===== src/rtl/brg_systolic_edge_pkg.sv =====
// Shared widths, CSR word indices and message layout for the systolic edge port.
package brg_systolic_edge_pkg;

    localparam int brg_data_width_gp = 32;
    localparam int brg_addr_width_gp = 32;
    localparam int brg_tag_width_gp  = 6;
    localparam int brg_msg_width_gp  = brg_tag_width_gp + brg_data_width_gp;
    localparam int brg_fifo_els_gp   = 4;

    // CSR word index taken from address bits [4:2]
    localparam logic [2:0] CSR_TX_DATA = 3'd0;
    localparam logic [2:0] CSR_TX_TAG  = 3'd1;
    localparam logic [2:0] CSR_RX_DATA = 3'd2;
    localparam logic [2:0] CSR_RX_TAG  = 3'd3;
    localparam logic [2:0] CSR_STATUS  = 3'd4;
    localparam logic [2:0] CSR_TX_SENT = 3'd5;

    typedef struct packed {
        logic [brg_tag_width_gp-1:0]  tag;
        logic [brg_data_width_gp-1:0] data;
    } brg_msg_s;

endpackage


===== src/rtl/bsg_fifo_1r1w_small.sv =====
// Small circular-buffer FIFO, ready_then_valid: the producer only asserts v_i when ready_o=1.
module bsg_fifo_1r1w_small #(
    parameter int width_p = 8,
    parameter int els_p   = 4
) (
    input  logic                         clk_i,
    input  logic                         reset_i,
    input  logic                         v_i,
    output logic                         ready_o,
    input  logic [width_p-1:0]           data_i,
    output logic                         v_o,
    output logic [width_p-1:0]           data_o,
    input  logic                         yumi_i,
    output logic [$clog2(els_p+1)-1:0]   count_o
);

    localparam int ptr_w_lp = (els_p > 1) ? $clog2(els_p) : 1;
    localparam int cnt_w_lp = $clog2(els_p + 1);

    logic [width_p-1:0]  mem_q [els_p];
    logic [ptr_w_lp-1:0] rptr_q, rptr_d, wptr_q, wptr_d;
    logic [cnt_w_lp-1:0] count_q, count_d;
    logic                push, pop;

    function automatic logic [ptr_w_lp-1:0] bump(input logic [ptr_w_lp-1:0] p);
        return (p == ptr_w_lp'(els_p - 1)) ? '0 : p + 1'b1;
    endfunction

    assign ready_o = (count_q != cnt_w_lp'(els_p));
    assign v_o     = (count_q != '0);
    assign data_o  = mem_q[rptr_q];
    assign count_o = count_q;

    always_comb begin
        push    = v_i && !reset_i;
        pop     = yumi_i && !reset_i;
        wptr_d  = push ? bump(wptr_q) : wptr_q;
        rptr_d  = pop ? bump(rptr_q) : rptr_q;
        count_d = count_q + cnt_w_lp'(push) - cnt_w_lp'(pop);
    end

    always_ff @(posedge clk_i) begin
        if (push) begin
            mem_q[wptr_q] <= data_i;
        end
    end

    always_ff @(posedge clk_i) begin
        if (reset_i) begin
            rptr_q  <= '0;
            wptr_q  <= '0;
            count_q <= '0;
        end else begin
            rptr_q  <= rptr_d;
            wptr_q  <= wptr_d;
            count_q <= count_d;
        end
    end

endmodule


===== src/rtl/brg_systolic_edge_port.sv =====
// CSR-mapped edge port: TX queue feeds the systolic array, RX queue collects its output.
module brg_systolic_edge_port
    import brg_systolic_edge_pkg::*;
#(
    parameter int data_width_p = brg_data_width_gp,
    parameter int addr_width_p = brg_addr_width_gp,
    parameter int tag_width_p  = brg_tag_width_gp,
    parameter int msg_width_p  = tag_width_p + data_width_p,
    parameter int fifo_els_p   = brg_fifo_els_gp
) (
    input  logic                      clk_i,
    input  logic                      reset_i,
    input  logic                      in_v_i,
    output logic                      in_yumi_o,
    input  logic [addr_width_p-1:0]   in_addr_i,
    input  logic [data_width_p-1:0]   in_data_i,
    input  logic [data_width_p/8-1:0] in_mask_i,
    input  logic                      in_we_i,
    output logic                      returning_v_o,
    output logic [data_width_p-1:0]   returning_data_o,
    output logic [msg_width_p-1:0]    out_msg_o,
    output logic                      out_val_o,
    input  logic                      out_rdy_i,
    input  logic [msg_width_p-1:0]    in_msg_i,
    input  logic                      in_val_i,
    output logic                      in_rdy_o
);

    localparam int cnt_w_lp = $clog2(fifo_els_p + 1);

    logic [2:0]              idx;
    logic                    tx_write, accept, tx_push, tx_pop, rx_pop, rx_push;
    logic                    tx_ready, tx_v, rx_ready, rx_v;
    logic [msg_width_p-1:0]  rx_head;
    logic [cnt_w_lp-1:0]     tx_count, rx_count;
    logic [data_width_p-1:0] rd_data;

    logic [tag_width_p-1:0]  tag_q, tag_d;
    logic [31:0]             sent_q, sent_d;
    logic                    ret_v_q, ret_v_d;
    logic [data_width_p-1:0] ret_data_q, ret_data_d;

    logic unused_ok;
    assign unused_ok = ^{in_mask_i, in_addr_i[addr_width_p-1:5], in_addr_i[1:0]};

    assign idx = in_addr_i[4:2];

    // During reset the queues present as empty so the edge never sees stale traffic
    assign out_val_o = tx_v && !reset_i;
    assign in_rdy_o  = rx_ready || reset_i;

    always_comb begin
        tx_write  = in_v_i && in_we_i && (idx == CSR_TX_DATA);
        in_yumi_o = in_v_i && !(tx_write && !tx_ready && !reset_i);
        accept    = in_yumi_o && !reset_i;
        tx_push   = accept && tx_write;
        tx_pop    = out_val_o && out_rdy_i;
        rx_pop    = accept && !in_we_i && (idx == CSR_RX_DATA) && rx_v;
        rx_push   = in_val_i && in_rdy_o;
    end

    always_comb begin
        rd_data = '0;
        case (idx)
            CSR_TX_TAG:  rd_data[tag_width_p-1:0] = tag_q;
            CSR_RX_DATA: if (rx_v) rd_data = rx_head[data_width_p-1:0];
            CSR_RX_TAG:  if (rx_v) rd_data[tag_width_p-1:0] = rx_head[msg_width_p-1 -: tag_width_p];
            CSR_STATUS:  rd_data[15:0] = {8'(tx_count), 8'(rx_count)};
            CSR_TX_SENT: rd_data[31:0] = sent_q;
            default:     rd_data = '0;
        endcase
    end

    always_comb begin
        ret_v_d    = accept;
        ret_data_d = (accept && !in_we_i) ? rd_data : '0;
        tag_d      = (accept && in_we_i && (idx == CSR_TX_TAG)) ? in_data_i[tag_width_p-1:0] : tag_q;
        sent_d     = sent_q;
        if (tx_pop) begin
            sent_d = sent_q + 32'd1;
        end
        // A software clear outranks a handshake in the same cycle
        if (accept && in_we_i && (idx == CSR_TX_SENT)) begin
            sent_d = '0;
        end
    end

    always_ff @(posedge clk_i) begin
        if (reset_i) begin
            tag_q      <= '0;
            sent_q     <= '0;
            ret_v_q    <= 1'b0;
            ret_data_q <= '0;
        end else begin
            tag_q      <= tag_d;
            sent_q     <= sent_d;
            ret_v_q    <= ret_v_d;
            ret_data_q <= ret_data_d;
        end
    end

    assign returning_v_o    = ret_v_q;
    assign returning_data_o = ret_data_q;

    bsg_fifo_1r1w_small #(.width_p(msg_width_p), .els_p(fifo_els_p)) tx_fifo (
        .clk_i   (clk_i),
        .reset_i (reset_i),
        .v_i     (tx_push),
        .ready_o (tx_ready),
        .data_i  ({tag_q, in_data_i}),
        .v_o     (tx_v),
        .data_o  (out_msg_o),
        .yumi_i  (tx_pop),
        .count_o (tx_count)
    );

    bsg_fifo_1r1w_small #(.width_p(msg_width_p), .els_p(fifo_els_p)) rx_fifo (
        .clk_i   (clk_i),
        .reset_i (reset_i),
        .v_i     (rx_push),
        .ready_o (rx_ready),
        .data_i  (in_msg_i),
        .v_o     (rx_v),
        .data_o  (rx_head),
        .yumi_i  (rx_pop),
        .count_o (rx_count)
    );

endmodule


===== config.mk =====
export PLATFORM = sky130hd
export DESIGN_NAME = brg_systolic_edge_port
export DESIGN_NICKNAME = d
export VERILOG_FILES = /design/src/rtl/brg_systolic_edge_pkg.sv /design/src/rtl/bsg_fifo_1r1w_small.sv /design/src/rtl/brg_systolic_edge_port.sv
export SDC_FILE = /design/constraint.sdc
export NUM_CORES = 1
export LEC_CHECK = 0
export BUFFER_PORTS_ARGS = -buffer_cell sky130_fd_sc_hd__buf_2
export CORE_UTILIZATION = 61
export CTS_CLUSTER_DIAMETER = 50
export DETAILED_ROUTE_END_ITERATION = 8
export PLACE_DENSITY = 0.91
export SLEW_MARGIN = 20
export SYNTH_ARGS = -nofsm -noshare
export SYNTH_HDL_FRONTEND = slang
export SYNTH_SLANG_ARGS = --single-unit
export TNS_END_PERCENT = 100

===== constraint.sdc =====
create_clock -name clk_i -period 6.87 [get_ports clk_i]
set_input_delay 0.687 -clock clk_i [delete_from_list [all_inputs] [get_ports clk_i]]
set_output_delay 0.687 -clock clk_i [all_outputs]
set_load 0.005 [all_outputs]

==> results.tsv, run 1 <==
stage	metric	value	unit
outcome	status	finished, final reports clean	
timing	min Tclk post-route	2.97	ns
global_routing	vias in the first global route	8618	
final_layout	commonest non-fill, non-tap cell in the layout	edfxtp_1	
pwr	Peak VDD IR	0.265	mV
worst_hold_path	hold path startpoint	in_msg_i[17]	
cts	CTS sink count	393	
logic_synthesis	mapped cell area	15100	um2
logic_synthesis	number of distinct library cells after synthesis	54	
timing	RSZ-0062 raised after global routing	no	
floorplan	Die Ht	159	um
floorplan	row cnt	57	
pwr	P per Cell Area	292	nW/um2
floorplan	DIE WIDTH	159	um
drt	met3 wire len	2000	um
worst_setup_path	Worst EP required	7.26	ns
worst_setup_path	CP top delay family	simple AND/OR/NAND/NOR gates	
timing	Slew Limit Fails	0	
global_routing	first-pass GRT wire length	47300	um
run	Max Cap Viol	0	
timing	max_slew headroom	0.325	
logic_synthesis	Synth area leaders	edfxtp_1 61%, dfxtp_1 12%, mux4_2 11%	
pwr	Pleak	5.89	nW
placement	gpl congestion	0.762	
worst_setup_path	Worst R2R Setup Slack	4.24	ns
floorplan	starting density of the core	0.621	
worst_hold_path	hold path depth	1	
cts	Max clock buf depth	3	
drt	WL met2	16000	um
drt	M1 wire length	12000	um
logic_synthesis	Synth Area in XOR/XNOR	0.00756	
logic_synthesis	share of the synthesized area in the top cell type	0.606	
cts	CTS Root Cell	clkbuf_16	
worst_setup_path	WS Path Type	input port to register	
placement	post-placement cell area	16100	um2
final_layout	Non-Filler Instances	1355	
logic_synthesis	simple logic cell fraction of the synthesized area	0.0648	
global_routing	initial antenna violation count	0	
worst_setup_path	critical path launch point type	input port	
drt	DR iter-0 viols	732	
worst_hold_path	Hold Path End	rx_fifo.mem_q[1][17]	
worst_setup_path	largest stage delay on the critical path	0.82	ns
cts	CTS buffer count	40	
logic_synthesis	number of synthesized register bits	393	
worst_setup_path	worst r2r src	rx_fifo.count_o[1]	
worst_setup_path	critical-path maximum fanout	34	
logic_synthesis	adder-cell share of the synthesized area	0.0159	
drt	Max Used Layer	met4	
final_layout	fin util	0.715	
logic_synthesis	Post-synth EDFFs	304	
drt	vias per cell	6.08	
cts	H-tree depth	2	
cts	Clk Latency, worst-skew pair	0.54	ns
cts	number of setup buffers added after CTS	0	
drt	Routed Antenna Nets	0	
global_routing	grt total ovfl	0	
worst_setup_path	Setup crit end kind	register	
logic_synthesis	largest family of logic cells by synthesized area	multiplexers	
timing	clock skew	0.0297	ns
logic_synthesis	Synth Area in Compound Gates	0.0384	
worst_setup_path	slowest CP cell	and3_1	
floorplan	Die Area	25300	um2
global_routing	largest net degree at the start of global routing	39	
worst_setup_path	reg2reg end	rx_fifo.count_o[2]	
final_layout	synth-to-layout area growth	15.1	%
pwr	Power Total	5.05	mW
timing	Final Cycle Share	0.432	
drt	final wirelength	30600	um
drt	via count	8241	
worst_setup_path	Reg2Reg Depth	8	
placement	Cells after DPL	1279	
worst_setup_path	Bufs and invs on worst path	2	
timing	f_max	0.337	GHz
worst_setup_path	CP Data Arrival Time	3.36	ns
logic_synthesis	Yosys top cell by area	edfxtp_1	
timing	Final Hold Fails	0	
drt	Avg WL per Cell	22.6	um
worst_setup_path	most frequent cell on the critical path	ha_1	
cts	PostCTS Resize Cnt	0	
logic_synthesis	Synth warnings	0	
logic_synthesis	asr flop ratio synth	0	
drt	DRC Markers	0	
final_layout	nets@finish	1127	
floorplan	num ports	186	
worst_setup_path	crit-path cells	buf_2 > nor3b_1 > and3_1 > ha_1 > inv_1 > ha_1 > fa_1 > nor2b_1	
placement	DPL Wire Length	18600	um
drt	TritonRoute pass-1 iters	5	
timing	TNS Setup	0	ns
logic_synthesis	Syn Nets	964	
logic_synthesis	post-synthesis average cell area	18.1	um2
timing	actual slew at the worst max-slew pin	1.01	ns
logic_synthesis	post-synthesis sequential area ratio	0.724	
final_layout	commonest non-fill, non-tap cells in the layout	304 x edfxtp_1, 152 x buf_2, 86 x dfxtp_1, 76 x mux4_2, 45 x nor2_1	
final_layout	Finished Cell Area	17300	um2
placement	Port Buffers	152	
timing	final setup fails	0	
floorplan	Core ar.	24200	um2
logic_synthesis	post-synthesis mux area share	0.130	
cts	CTS tree	done	
cts	Clock transition at path regs	0.06	ns
logic_synthesis	Synth Flop Type	edfxtp_1	
global_routing	GRT Total Usage	0.246	
logic_synthesis	Synth Instances	834	
final_layout	share of layout cells above drive strength 1	0.312	
worst_hold_path	HP Class	input port to register	
cts	hold buffers post-CTS	0	
through the flow:
| stage | setup slack (ns) | hold WS, ns |
|---|---|---|
| finish | 3.90 | 0.361 |
| global route | 3.78 | 0.352 |
| CTS | 3.91 | 0.353 |
| detailed placement | 3.39 | 0.483 |
| global placement | 3.46 | 0.466 |
| floorplan | 3.71 | 0.443 |
area by class of cell:
type,instances,area (um2)
sequential,393,10900
fill,1478,6910
multi-input combinational,383,3870
clock buffer,60,1120
timing repair buffer,160,821
tap,324,405
clock inverter,14,126
inverter,19,71.3
antenna,2,5.00
where the power goes:
| group | switching, mW | internal [mW] | leakage [nW] | total (mW) |
|---|---|---|---|---|
| combinational | 0.193 | 0.184 | 1.80 | 0.377 |
| clock | 0.872 | 1.18 | 0.594 | 2.05 |
| sequential | 0.0299 | 2.60 | 3.50 | 2.63 |
| total | 1.10 | 3.96 | 5.89 | 5.05 |
flip-flops by register name, indices dropped and copies added (netlist names), named ones only:
register	count
rx_fifo.rptr_q	2
returning_data_o	32
tx_fifo.mem_q	152
tag_q	6
tx_fifo.rptr_q	2
rx_fifo.wptr_q	2
sent_q	32
returning_v_o	1
rx_fifo.mem_q	152
tx_fifo.count_o	3
rx_fifo.count_o	3
tx_fifo.wptr_q	2
synth_stat cells (8+ instances only):
cell type	count
or4_1	9
dfxtp_1	89
mux2i_1	17
a22o_1	19
clkbuf_1	19
and2_1	13
xnor2_1	8
ha_1	16
nand2b_1	8
or3_1	9
mux4_2	76
o21ai_0	10
o31ai_1	10
a21oi_1	24
nand2_1	24
nand4_1	8
inv_1	19
buf_2	12
a22oi_1	10
nand3_1	11
edfxtp_1	304
nor2_1	45
cell families after synthesis:
group,count (synthesis)
flip-flops,393
AND/OR/NAND/NOR,171
adder cells (fa/ha/maj),18
AO/OA/AOI/OAI,81
multiplexers,100
buffers and inverters,58
XOR/XNOR,13
routing by layer:
| layer | vias to the layer above | global-route usage |
|---|---|---|
| met1 | 4189 | 0.310 |
| met5 | - | 0 |
| met2 | 347 | 0.434 |
| met3 | 51 | 0.0419 |
| li1 | 3654 | - |
| met4 | 0 | 0.0817 |
how the worst max path moves through the flow:
stage                       from                  end  slack, ns  cells after the start
CTS                     register        out_msg_o[34]       3.91                      3
global route             reset_i   rx_fifo.count_o[1]       3.78                      8
finish                   reset_i   rx_fifo.count_o[1]       3.90                      8
detailed placement       reset_i   rx_fifo.count_o[1]       3.39                      8
floorplan           in_addr_i[2]  tx_fifo.mem_q[3][0]       3.71                      3
global placement         reset_i   rx_fifo.count_o[1]       3.46                      8
Note: power is estimated with default switching activity, not from simulation.
==> run 2: changes to the inputs <==
CORE_UTILIZATION = 52   (was 61)
PLACE_DENSITY = 0.83   (was 0.91)
clock period = 2.71 ns   (was 6.87 ns; I/O delays follow)
==> run 2 against run 1 <==
Effect of this change: die area increased by 17%; hold slack got worse by 0.35 ns; sequential cell count unchanged; sequential power increased to 2.5 times the previous value.
==> results.tsv, run 2 (synthesized netlist as in run 1, its figures left out) <==
stage	metric	value	unit	change
outcome	status	finished, final reports clean		
timing	Worst Hold Slack	0.0147	ns	-0.346 ns
final_layout	commonest non-fill, non-tap cells in the layout	304 x edfxtp_1, 152 x buf_2, 86 x dfxtp_1, 76 x mux4_2, 69 x dlygate4sd3_1		
pwr	Pleak	6.36	nW	+8.0%
drt	DR iter-0 viols	737		+0.68%
cts	Max clock buf depth	3		unchanged
timing	actual slew at the worst max-slew pin	0.806	ns	-0.207 ns
pwr	Peak VDD IR	0.631	mV	+140%
placement	Port Buffers	152		unchanged
global_routing	first-pass GRT wire length	47600	um	+0.61%
global_routing	initial antenna violation count	3		+3
floorplan	Die Area	29700	um2	+17%
worst_setup_path	Worst EP required	3.11	ns	-4.15 ns
cts	hold buffers post-CTS	68		+68
timing	Final Cycle Share	0.849		
timing	max_slew headroom	0.462		+0.137
drt	vias per cell	5.68		-6.7%
worst_setup_path	Setup crit end kind	register		
timing	RSZ-0062 raised after global routing	no		
worst_setup_path	critical path launch point type	register		
floorplan	Die Ht	172	um	+8.2%
worst_setup_path	CP top delay family	simple AND/OR/NAND/NOR gates		
worst_hold_path	HP Class	input port to register		
cts	CTS Root Cell	clkbuf_16		
final_layout	biggest regs	rx_fifo.mem_q (152), tx_fifo.mem_q (152)		
floorplan	DIE WIDTH	172	um	+8.2%
cts	H-tree depth	2		unchanged
global_routing	grt total ovfl	0		unchanged
placement	DPL Wire Length	19100	um	+2.7%
floorplan	Core ar.	28200	um2	+16%
drt	Avg WL per Cell	21.0	um	-6.9%
final_layout	final-layout fill cell count	1819		+23%
floorplan	num ports	186		unchanged
worst_setup_path	WS Path Type	register to register		
placement	gpl congestion	0.782		+2.5%
cts	PostCTS Resize Cnt	0		unchanged
worst_setup_path	slowest CP cell	or4b_2		
floorplan	row cnt	61		+7.0%
final_layout	synth-to-layout area growth	22.4	%	
timing	Final Hold Fails	0		unchanged
timing	min Tclk post-route	2.30	ns	
cts	number of setup buffers added after CTS	0		unchanged
final_layout	share of layout cells above drive strength 1	0.309		-0.00330
global_routing	largest net degree at the start of global routing	39		unchanged
timing	final setup fails	0		unchanged
worst_setup_path	crit-path cells	or4b_2 > nand2_1 > nor2_1 > ha_1 > fa_1 > xnor2_1 > nor2_1		
timing	f_max	0.435	GHz	
cts	Clock transition at path regs	0.06	ns	about the same
final_layout	commonest non-fill, non-tap cell in the layout	edfxtp_1		
drt	final wirelength	31600	um	+3.1%
cts	Clk Latency, worst-skew pair	0.53	ns	about the same
cts	CTS tree	done		
cts	CTS buffer count	42		+5.0%
pwr	P per Cell Area	712	nW/um2	+140%
drt	DRC Markers	0		unchanged
floorplan	starting density of the core	0.535		-0.0864
worst_setup_path	critical-path maximum fanout	5		-85%
timing	TNS Setup	0	ns	unchanged
timing	clock skew	0.0277	ns	-0.00201 ns
worst_setup_path	CP Data Arrival Time	2.70	ns	-0.66 ns
final_layout	nets@finish	1221		+8.3%
worst_setup_path	Bufs and invs on worst path	0		-2
drt	TritonRoute pass-1 iters	5		unchanged
worst_setup_path	most frequent cell on the critical path	nor2_1		
global_routing	vias in the first global route	8594		-0.28%
timing	Slew Limit Fails	0		unchanged
global_routing	GRT Total Usage	0.214		-0.0313
final_layout	FF/Latch Area	10900	um2	unchanged
drt	via count	8513		+3.3%
cts	CTS sink count	393		unchanged
run	Max Cap Viol	0		unchanged
drt	Routed Antenna Nets	0		unchanged
worst_setup_path	largest stage delay on the critical path	0.74	ns	-0.08 ns
final_layout	area of the multi-input gates	3870	um2	unchanged
[run 2: changes by cell type in the layout (fill, tap and decap cells not counted), sizes merged]
cell / previous run / this run
clkbuf: 60 / 51
clkinvlp: 3 / 1
dlygate4sd3: 0 / 69
inv: 22 / 24
diode: 2 / 1
bufinv: 1 / 2
buf: 160 / 183
clkinv: 7 / 15
[run 2: worst paths after layout]
check | startpoint | endpoint | slack (ns) | depth (start not counted)
setup / recovery | rx_fifo.count_o[1] | rx_fifo.count_o[2] | 0.41 | 7
hold / removal | in_data_i[1] | tx_fifo.mem_q[1][1] | 0.01 | 1
setup reg to reg | rx_fifo.count_o[1] | rx_fifo.count_o[2] | 0.41 | 7
hold reg to reg | sent_q[27] | sent_q[27] | 0.50 | 2
[run 2: power by group]
group | switching (mW) | total (mW) | internal (mW)
registers | 0.0715 | 6.66 | 6.59
clock network | 2.28 | 5.38 | 3.10
logic | 0.530 | 1.09 | 0.559
[run 2: layout make-up]
| cell class | count | area share |
|---|---|---|
| inverters | 19 | 0.00387 |
| clock inverters | 23 | 0.0108 |
| well taps | 378 | 0.0257 |
| multi-input cells | 383 | 0.210 |
| flip-flops and latches | 393 | 0.592 |
| clock buffers | 51 | 0.0594 |
| diodes | 1 | 0.000136 |
| repair buffers | 252 | 0.0981 |
[run 2: metal layers]
| layer | routed length, um | share of wire | global-route usage | up-vias |
|---|---|---|---|---|
| li1 | - | - | - | 3839 |
| met1 | 13000 | 0.41 | 0.275 | 4289 |
| met2 | 15600 | 0.49 | 0.360 | 321 |
| met3 | 2190 | 0.069 | 0.0492 | 64 |
| met4 | 864 | 0.027 | 0.0750 | 0 |
| met5 | 0 | 0 | 0 | - |
[run 2: worst register-to-register path: stages (launching register included)]
cell and delay [ns]:
dfxtp_1 0.35, or4b_2 0.74, nand2_1 0.17, nor2_1 0.10, ha_1 0.23, fa_1 0.38
xnor2_1 0.16, nor2_1 0.06
[run 2: stage by stage]
stage / utilization / worst slack (ns) / area, um2 / cells / power (mW)
floorplan: - / 0.328 / 15100 / 834 / 7.42
global placement: 0.584 / 0.354 / 16500 / 1356 / 7.76
detailed placement: 0.584 / 0.318 / 16500 / 1356 / 7.80
CTS: 0.654 / 0.411 / 18400 / 1498 / 13.2
global route: 0.655 / 0.299 / 18400 / 1499 / 13.5
finish: 0.655 / 0.409 / 18400 / 1500 / 13.1
==> run 3: changes to the inputs <==
ABC_AREA = 1   (was default)
clock period = 1.85 ns   (was 2.71 ns; I/O delays follow)
==> run 3 against run 2 <==
Effect of this change: the run now ends with setup timing left; register-to-register slack worse by 0.40 ns; synthesized cell count is 65% higher; first-iteration DRC count rose by 98%; sequential cell count stayed put; cell count is 39% higher; clock skew is 0.0060 ns higher; wire length up 34%; combinational power grew to 2.7 times the previous value; sequential share of layout area fell by 4.6 points; critical path type is now register to primary output.
==> results.tsv, run 3 <==
stage	metric	value	unit	change
worst_setup_path	Setup crit end kind	primary output		
global_routing	vias in the first global route	11912		+39%
timing	f_max	0.526	GHz	
global_routing	first-pass GRT wire length	63300	um	+33%
cts	Clk Latency, worst-skew pair	0.56	ns	+0.03 ns
worst_setup_path	critical-path maximum fanout	12		+7
pwr	P per Cell Area	1050	nW/um2	+48%
pwr	Power Total	21.0	mW	+60%
floorplan	num ports	186		unchanged
logic_synthesis	post-synthesis sequential area ratio	0.695		-0.0294
global_routing	met3 Use GR	0.0500		+0.000790
logic_synthesis	Syn Nets	1509		+57%
final_layout	biggest regs	rx_fifo.mem_q (152), tx_fifo.mem_q (152)		
cts	H-tree depth	2		unchanged
timing	final setup fails	14		+14
cts	CTS sink count	393		unchanged
worst_setup_path	WS Path Type	register to primary output		
timing	Slew Limit Fails	0		unchanged
final_layout	commonest non-fill, non-tap cells in the layout	304 x edfxtp_1, 232 x nor2_1, 182 x nand2_1, 152 x buf_2, 134 x o21ai_0		
pwr	Seq pwr share	0.464		-0.043
worst_hold_path	hold path startpoint	reset_i		
placement	DPL Wire Length	23700	um	+24%
cts	CTS tree	done		
outcome	status	finished with violations		
cts	Max clock buf depth	3		unchanged
pwr	internal cell power	15.7	mW	+53%
floorplan	Die Ht	176	um	+2.1%
worst_setup_path	CP Data Arrival Time	1.72	ns	-0.98 ns
timing	max_slew headroom	0.708		+0.246
final_layout	synth-to-layout area growth	27.5	%	
logic_synthesis	Synth Instances	1379		+65%
global_routing	met1 usage	0.314		+0.0391
logic_synthesis	share of the synthesized area in the top cell type	0.581		-0.0246
drt	via count	11844		+39%
worst_setup_path	worst r2r src	rx_fifo.count_o[0]		
global_routing	initial antenna violation count	3		unchanged
worst_hold_path	HP Class	input port to register		
timing	Setup WS post-layout	-0.0528	ns	-0.462 ns
logic_synthesis	post-synthesis average cell area	11.4	um2	-37%
timing	RSZ-0062 raised after global routing	yes		
final_layout	final-layout fill cell count	1947		+7.0%
logic_synthesis	Synth area leaders	edfxtp_1 58%, dfxtp_1 11%, nor2_1 6.0%		
timing	min Tclk post-route	1.90	ns	
final_layout	nets@finish	1785		+46%
cts	CTS Root Cell	clkbuf_16		
global_routing	GRT Total Usage	0.267		+0.0529
timing	Final Cycle Share	1.03		
timing	actual slew at the worst max-slew pin	0.437	ns	-0.369 ns
logic_synthesis	mapped cell area	15700	um2	+4.2%
final_layout	share of layout cells above drive strength 1	0.229		-0.0800
timing	clock skew	0.0337	ns	+0.00602 ns
outcome	violated checks	setup timing		
logic_synthesis	Synth Flop Type	edfxtp_1		
drt	Avg WL per Cell	20.3	um	-3.3%
worst_setup_path	slowest CP cell	dfxtp_4		
run	Max Cap Viol	0		unchanged
drt	DR iter-0 viols	1459		+98%
floorplan	DIE WIDTH	176	um	+2.1%
floorplan	Die Area	30900	um2	+4.2%
pwr	Psw	5.35	mW	+85%
global_routing	global routing usage on met2	0.481		+0.121
drt	DRC Markers	0		unchanged
pwr	Peak VDD IR	0.897	mV	+42%
final_layout	fin util	0.675		+0.0207
placement	post-placement cell area	17400	um2	+5.7%
worst_setup_path	Worst EP required	1.66	ns	-1.45 ns
floorplan	row cnt	63		+3.3%
final_layout	commonest non-fill, non-tap cell in the layout	edfxtp_1		
logic_synthesis	Post-synth EDFFs	304		unchanged
drt	vias per cell	5.69		+0.28%
final_layout	Finished Cell Area	20000	um2	+8.6%
worst_setup_path	crit-path cells	inv_8 > clkbuf_16 > nor2_1 > o22ai_1 > buf_2		
worst_setup_path	largest stage delay on the critical path	0.40	ns	-0.34 ns
drt	TritonRoute pass-1 iters	9		+4
global_routing	grt total ovfl	0		unchanged
pwr	Clock power frac	0.396		-0.014
placement	gpl congestion	0.912		+17%
drt	final wirelength	42300	um	+34%
pwr	Pleak	7.30	nW	+15%
cts	CTS buffer count	41		-2.4%
cts	Clock transition at path regs	0.06	ns	about the same
drt	Routed Antenna Nets	0		unchanged
worst_setup_path	critical path launch point type	register		
pwr	switching power share of the total	0.254		+0.0347
placement	Port Buffers	152		unchanged
logic_synthesis	most numerous cell in the Yosys netlist	edfxtp_1		
logic_synthesis	Yosys top cell by area	edfxtp_1		
global_routing	largest net degree at the start of global routing	45		+15%
logic_synthesis	number of synthesized register bits	393		unchanged
global_routing	Top Usage Layer GRT	met2		
timing	Final Hold Fails	0		unchanged
logic_synthesis	asr flop ratio synth	0		unchanged
pwr	Comb pwr share	0.141		+0.058
logic_synthesis	Synth warnings	0		unchanged
logic_synthesis	number of distinct library cells after synthesis	41		-24%
floorplan	Core ar.	29600	um2	+5.2%
logic_synthesis	Post-synth top cells	304 x edfxtp_1, 251 x nor2_1, 184 x nand2_1		
floorplan	starting density of the core	0.530		-0.00509
run 3: cell families after synthesis:
kind of cell	Yosys count	share of synthesized area
AOI/OAI and AO/OA	301	0.106
adders and majority gates	18	0.0153
and+or+nand+nor	496	0.132
buffers and inverters	155	0.0425
xor gates and xnor gates	16	0.00892
DFF	393	0.695
run 3: cell type report:
cell class	instances	area, um2	share of cell area
flip-flops and latches	393	10900	0.546
multi-input cells	831	4370	0.218
repair buffers	297	2480	0.124
clock buffers	55	1140	0.0569
well taps	390	488	0.0244
inverters	91	368	0.0184
clock inverters	21	239	0.0119
diodes	3	7.51	0.000375
run 3: worst max-delay path: cells and delay by family (launching register included):
kind / cells / cell delay (ns)
compound gates: 1 / 0.21
buf+inv: 3 / 0.49
flops: 1 / 0.40
simple gates: 1 / 0.05
run 3: final timing paths:
path | end | cells past startpoint | slack, ns
hold reg to reg | register | 2 | 0.49
setup reg to reg | rx_fifo.count_o[1] | 10 | 0.01
hold / removal | rx_fifo.count_o[2] | 4 | 0.008
setup / recovery | out_msg_o[15] | 5 | -0.05
run 3: per-stage QoR:
step	TNS, ns	hold WS [ns]	worst slack, ns	cells
detailed placement	-0.356	0.400	-0.154	1915
floorplan	-73.80	0.284	-0.320	1379
CTS	-0.166	0.00769	-0.0419	2072
finish	-0.266	0.00835	-0.0528	2081
global route	-1.47	0.0170	-0.0982	2078
global placement	-0.120	0.396	-0.0902	1915
run 3: repair_timing:
action                     4_1_cts  5_1_grt
pin swaps                        8       15
gates resized for setup         37       74
buffers inserted                 6        1
setup endpoints to repair       42       40
hold buffers                    71        0
gates cloned                     4        5
hold endpoints to repair       282        0
run 3: power by group through the flow:
stage               clock [mW]  combinational, mW  sequential (mW)
floorplan                    0               1.13             9.90
global placement             0               1.93             9.89
detailed placement           0               2.03             9.90
CTS                       8.29               2.56             9.75
global route              8.72               3.13             9.76
finish                    8.33               2.96             9.76
run 3: metal layers:
metal	vias up	wire [um]	share of wire
met4	0	1410	0.033
met5	-	0	0
met2	649	21900	0.52
li1	5384	-	-
met1	5690	15500	0.37
met3	121	3570	0.084
